$ cat config.mk
export PLATFORM = sky130hd
export DESIGN_NAME = gcd_lcm_cop_flat
export DESIGN_NICKNAME = d
export VERILOG_FILES = /design/src/rtl/gcd_lcm_cop_if.sv /design/src/rtl/gcd_lcm_cop.sv /design/src/flat_wrapper.sv
export SDC_FILE = /design/constraint.sdc
export NUM_CORES = 1
export LEC_CHECK = 0
export ABC_AREA = 1
export CORE_ASPECT_RATIO = 0.7
export CORE_MARGIN = 5
export CORE_UTILIZATION = 67
export CTS_CLUSTER_SIZE = 30
export DETAILED_ROUTE_END_ITERATION = 10
export PLACE_DENSITY_LB_ADDON = 0.15
export SETUP_SLACK_MARGIN = 0.15
export SLEW_MARGIN = 20
export SYNTH_ARGS = -nofsm -noshare
export SYNTH_HDL_FRONTEND = slang
export SYNTH_SLANG_ARGS = --single-unit
export TNS_END_PERCENT = 20
$ cat constraint.sdc
create_clock -name clk_i -period 5.3 [get_ports clk_i]
set_input_delay 1.325 -clock clk_i [delete_from_list [all_inputs] [get_ports clk_i]]
set_output_delay 1.325 -clock clk_i [all_outputs]
set_load 0.03 [all_outputs]
$ cat src/rtl/gcd_lcm_cop_if.sv
// rtl/gcd_lcm_cop_if.sv - controller <-> GCD/LCM coprocessor request/result bundle
interface gcd_lcm_cop_if #(
  parameter int WIDTH = 32
);
  logic             start;
  logic             op_lcm;
  logic [WIDTH-1:0] src_a;
  logic [WIDTH-1:0] src_b;
  logic [WIDTH-1:0] result;
  logic             done;
  logic             busy;
  logic             lcm_ovf;

  modport master (
    output start, op_lcm, src_a, src_b,
    input  result, done, busy, lcm_ovf
  );

  modport slave (
    input  start, op_lcm, src_a, src_b,
    output result, done, busy, lcm_ovf
  );
endinterface

$ cat src/rtl/gcd_lcm_cop.sv
// rtl/gcd_lcm_cop.sv - multi-cycle subtractive-Euclid GCD/LCM coprocessor
module gcd_lcm_cop #(
  parameter int WIDTH = 32
) (
  input logic          clk_i,
  input logic          reset_i,
  gcd_lcm_cop_if.slave cop
);
  // u/v accumulators need 2*WIDTH+1 bits; u+v at termination is 2*LCM.
  localparam int AW = 2 * WIDTH + 1;

  typedef enum logic [1:0] {
    S_IDLE = 2'd0,
    S_CALC = 2'd1,
    S_DONE = 2'd2
  } state_t;

  state_t           state_q, state_d;
  logic [WIDTH-1:0] x_q, x_d;
  logic [WIDTH-1:0] y_q, y_d;
  logic [AW-1:0]    u_q, u_d;
  logic [AW-1:0]    v_q, v_d;
  logic             op_lcm_q, op_lcm_d;
  logic [WIDTH-1:0] result_q, result_d;
  logic             ovf_q, ovf_d;

  // u+v is always even at termination, so its LSB is dropped by the halving.
  logic [AW:0]      lcm_sum;
  logic             lcm_sum_unused;
  assign lcm_sum        = {1'b0, u_q} + {1'b0, v_q};
  assign lcm_sum_unused = lcm_sum[0];

  // State and datapath registers; reset discards any operation in flight.
  always_ff @(posedge clk_i) begin
    if (reset_i) begin
      state_q  <= S_IDLE;
      x_q      <= '0;
      y_q      <= '0;
      u_q      <= '0;
      v_q      <= '0;
      op_lcm_q <= 1'b0;
      result_q <= '0;
      ovf_q    <= 1'b0;
    end else begin
      state_q  <= state_d;
      x_q      <= x_d;
      y_q      <= y_d;
      u_q      <= u_d;
      v_q      <= v_d;
      op_lcm_q <= op_lcm_d;
      result_q <= result_d;
      ovf_q    <= ovf_d;
    end
  end

  // Next state: operand load, one Euclid/Dijkstra step per cycle, result capture.
  always_comb begin
    state_d  = state_q;
    x_d      = x_q;
    y_d      = y_q;
    u_d      = u_q;
    v_d      = v_q;
    op_lcm_d = op_lcm_q;
    result_d = result_q;
    ovf_d    = ovf_q;
    case (state_q)
      S_IDLE: begin
        if (cop.start) begin
          if ((cop.src_a != '0) && (cop.src_b != '0)) begin
            x_d      = cop.src_a;
            y_d      = cop.src_b;
            u_d      = {{(AW-WIDTH){1'b0}}, cop.src_b};
            v_d      = {{(AW-WIDTH){1'b0}}, cop.src_a};
            op_lcm_d = cop.op_lcm;
            state_d  = S_CALC;
          end else begin
            // A zero operand short-cuts: GCD(a,0)=a, LCM with zero is zero.
            result_d = cop.op_lcm ? '0 : (cop.src_a | cop.src_b);
            ovf_d    = 1'b0;
            state_d  = S_DONE;
          end
        end
      end
      S_CALC: begin
        if (x_q == y_q) begin
          result_d = op_lcm_q ? lcm_sum[WIDTH:1] : x_q;
          ovf_d    = op_lcm_q & (|lcm_sum[AW:WIDTH+1]);
          state_d  = S_DONE;
        end else if (x_q > y_q) begin
          x_d = x_q - y_q;
          v_d = v_q + u_q;
        end else begin
          y_d = y_q - x_q;
          u_d = u_q + v_q;
        end
      end
      S_DONE: state_d = S_IDLE;
      default: state_d = S_IDLE;
    endcase
  end

  assign cop.result  = result_q;
  assign cop.lcm_ovf = ovf_q;
  assign cop.done    = (state_q == S_DONE);
  assign cop.busy    = (state_q != S_IDLE);
endmodule

$ cat src/flat_wrapper.sv
// flat-port wrapper written by rule: the top's interface ports become plain ports
module gcd_lcm_cop_flat 
#(
  parameter int WIDTH = 32
)
  (clk_i, reset_i, cop_start, cop_op_lcm, cop_src_a, cop_src_b, cop_result, cop_done, cop_busy, cop_lcm_ovf);
  gcd_lcm_cop_if #(.WIDTH(WIDTH)) cop_i ();
  input logic clk_i;
  input logic reset_i;
  input wire logic [$bits(cop_i.start)-1:0] cop_start;
  input wire logic [$bits(cop_i.op_lcm)-1:0] cop_op_lcm;
  input wire logic [$bits(cop_i.src_a)-1:0] cop_src_a;
  input wire logic [$bits(cop_i.src_b)-1:0] cop_src_b;
  output wire logic [$bits(cop_i.result)-1:0] cop_result;
  output wire logic [$bits(cop_i.done)-1:0] cop_done;
  output wire logic [$bits(cop_i.busy)-1:0] cop_busy;
  output wire logic [$bits(cop_i.lcm_ovf)-1:0] cop_lcm_ovf;
  assign cop_i.start = cop_start;
  assign cop_i.op_lcm = cop_op_lcm;
  assign cop_i.src_a = cop_src_a;
  assign cop_i.src_b = cop_src_b;
  assign cop_result = cop_i.result;
  assign cop_done = cop_i.done;
  assign cop_busy = cop_i.busy;
  assign cop_lcm_ovf = cop_i.lcm_ovf;
  gcd_lcm_cop #(.WIDTH(WIDTH)) u_core (.clk_i(clk_i), .reset_i(reset_i), .cop(cop_i));
endmodule
==> impl_metrics.tcl <==
set metrics [dict create \
    synth.most_common_cell "nand2_1" \
    drt-initial-drc-count 3934 \
    postCtsSetupBuffers 0 \
    critical_path_required_ns 5.70 \
    grt_pass1_wl_um 113000 \
    cts_tree "yes" \
    drc 0 \
    critPathKind "in2reg" \
    use_met3 0.228 \
    whs_ns 0.474 \
    met1_usage 0.620 \
    final_cells 3624 \
    worstMarginPinSlew_ns 1.25 \
    async_reset_ff_frac 0 \
    gp_congestion 1.18 \
    num_rows 51 \
    clk_pin_slew_ns 0.07 \
    die_x_um 212 \
    initial_core_util 0.683 \
    grt_use_total 0.451 \
    clkPwrFrac 0.110 \
    post-route-period-util 0.800 \
    fmax_mhz 236 \
    grt_busiest_layer "met1" \
    status "completed" \
    utilization 0.750 \
    numCtsBuffers 23 \
    start_kind "primary input" \
    ir_drop_mv 0.388 \
    area_delta_synth_final_pct 9.80 \
    power_density_mw_per_mm2 722 \
    crit_path_end_kind "flip-flop" \
    fin_nets 3438 \
    ys_seq_area_frac 0.240 \
    post_dp_cell_area_sq_mm 0.0203 \
    synth_warnings 0 \
    hold_buffers 0 \
    yosysTopAreaCellShare 0.240 \
    hold_viol_final 0 \
    dieArea_sq_mm 0.0321 \
    p_total_mw 15.2 \
    vias 23100 \
    cts.sink_count 230 \
    use_met2 0.611 \
    post-place-ws_ns 0.822 \
    synth_commonest_cells "nand2_1, inv_1, a21oi_1" \
    grt_max_degree 124 \
    p_leak_nw 9.78 \
    syn_inst 3212 \
    syn-num-nets 3411 \
    antenna_cells 0 \
    insertion_delay_ns 0.54 \
    comb_power_share 0.696 \
    avgViaCountPerCell 6.36 \
    power_switching_mw 8.78 \
    grt_pass1_vias 20700 \
    syn_area_per_cell_sq_um 5.96 \
    r2r_cells 15 \
    synth-main-ff-cell "dfxtp_1" \
    io_pins 103 \
    timing.setup.tns_ns 0 \
    antenna_found_initial 3 \
    cts_max_path_buffers 3 \
    root_buffer "clkbuf_16" \
    wirelength_um 75100 \
    relSlewSlack 0.157 \
    hold_depth 2 \
    ant_nets 0 \
    netlist_area_sq_mm 0.0191 \
    dieHeight_um 151 \
    path_cells "clkdlybuf4s50_1, inv_1, nand3_1, nor3_1, nand4_1, o211ai_1, nand2_1, nand2_2, clkinv_2, buf_12, o21ai_0, a21oi_1" \
    p_int_mw 6.40 \
    gr-total-overflow 0 \
    setup_viol 0 \
    placed_cells 3585 \
    htreeDepth 1 \
    core_region_area_sq_mm 0.0280 \
    cts_resized 0 \
    synth_area_leaders "dfxtp_1, nand2_1, a21oi_1, inv_1, o21ai_0" \
    synth_top_cell_by_area "dfxtp_1" \
    ys_types 49 \
    slowest_delay_ns 0.68 \
    maxCapViolCount 0 \
    cpMaxStageDelayCell "nor3_1" \
    hp-class "reg2reg" \
    drive_above_1_share 0.0381 \
    synth_edf_count 0 \
    path_max_fanout 49 \
    final_cell_area_sq_mm 0.0210 \
    port_buffers 102 \
    hpwlAfterDp_um 57700 \
    drv_slew 0 \
    arrival_ns 4.64 \
    fin_crit_ns 4.24 \
    rsz0062_at_grt "false" \
    synth_seq_cells 230 \
    wl_per_cell_um 20.7 \
    fin_ws_ns 1.06 \
    skew_ns 0.0127 \
    drtPass1Iterations 8 \
    p_seq_frac 0.194 \
    swShare 0.578 \
]
## metal layers
metal / wire, um / part of all wire
met4: 2950 / 0.039
met2: 27900 / 0.37
met1: 29400 / 0.39
met5: 228 / 0.0030
met3: 14600 / 0.19
## final timing paths
kind,start,end,slack [ns]
max,cop_src_b[24],u_core.x_q[7],1.06
min,u_core.u_q[23],u_core.u_q[23],0.47
max reg2reg,u_core.y_q[23],u_core.x_q[7],1.25
min reg2reg,u_core.u_q[23],u_core.u_q[23],0.47
## cell usage in the layout (no fill, tap or decap), types with 3 or more instances in the layout
cell type and instances:
buf_4 12, and2_1 6, nand2_4 3, o21ai_0 328
xnor2_1 31, dfxtp_1 229, inv_1 454, nand2_1 806
nor4_1 13, inv_2 9, o22ai_1 9, a21o_1 5
clkdlybuf4s50_1 101, or2_2 36, or2_0 11, a21oi_1 364
buf_12 4, o2111ai_1 5, nand3b_1 12, nor2_2 4
o21bai_1 16, ha_1 128, clkinv_2 6, clkbuf_8 5
nand3_1 121, nor2_1 309, nor2_4 3, a221oi_1 4
fa_1 3, nand2_2 6, nand4_1 21, clkbuf_16 23
o21ai_1 25, xor2_1 11, nor3_1 30, o21a_1 10
a31oi_1 35, o211ai_1 31
## logic make-up (layout without fill, tap and decap cells)
kind of cell | after synthesis | after routing | share of synthesized area
fa+ha+maj | 131 | 131 | 0.0868
flops | 230 | 230 | 0.240
xor+xnor | 42 | 42 | 0.0192
buf+inv | 583 | 624 | 0.119
simple gates | 1385 | 1385 | 0.300
compound gates | 841 | 841 | 0.234
## flip-flops by register name, indices dropped and copies added, names as in the netlist
signal              cells
u_core.cop.lcm_ovf      1
u_core.cop.result      32
u_core.op_lcm_q         1
u_core.state_q          2
u_core.u_q             65
u_core.v_q             65
u_core.x_q             32
u_core.y_q             32
## area by class of cell
cell class / instances / area, sq um
well taps: 371 / 464
multi-input cells: 2399 / 12300
clock inverters: 9 / 82.6
flip-flops and latches: 230 / 4610
repair buffers: 118 / 1190
clock buffers: 30 / 652
inverters: 467 / 1760
fillers: 2344 / 6990
## power by group through the flow
stage / combinational, mW / sequential (mW) / clock (mW)
2_1_floorplan: 6.80 / 2.92 / 0
4_1_cts: 9.93 / 2.91 / 1.66
3_5_place_dp: 9.84 / 2.92 / 0
5_1_grt: 11.2 / 2.98 / 1.73
3_3_place_gp: 9.57 / 2.89 / 0
6_report: 10.6 / 2.95 / 1.67
## worst max-delay path: cells and delay by family
kind | cells | cell delay [ns]
AND/OR/NAND/NOR | 5 | 1.21
buffers and inverters | 4 | 1.37
AO/OA/AOI/OAI | 3 | 0.69
No activity file was read; power rests on OpenSTA's default activity.
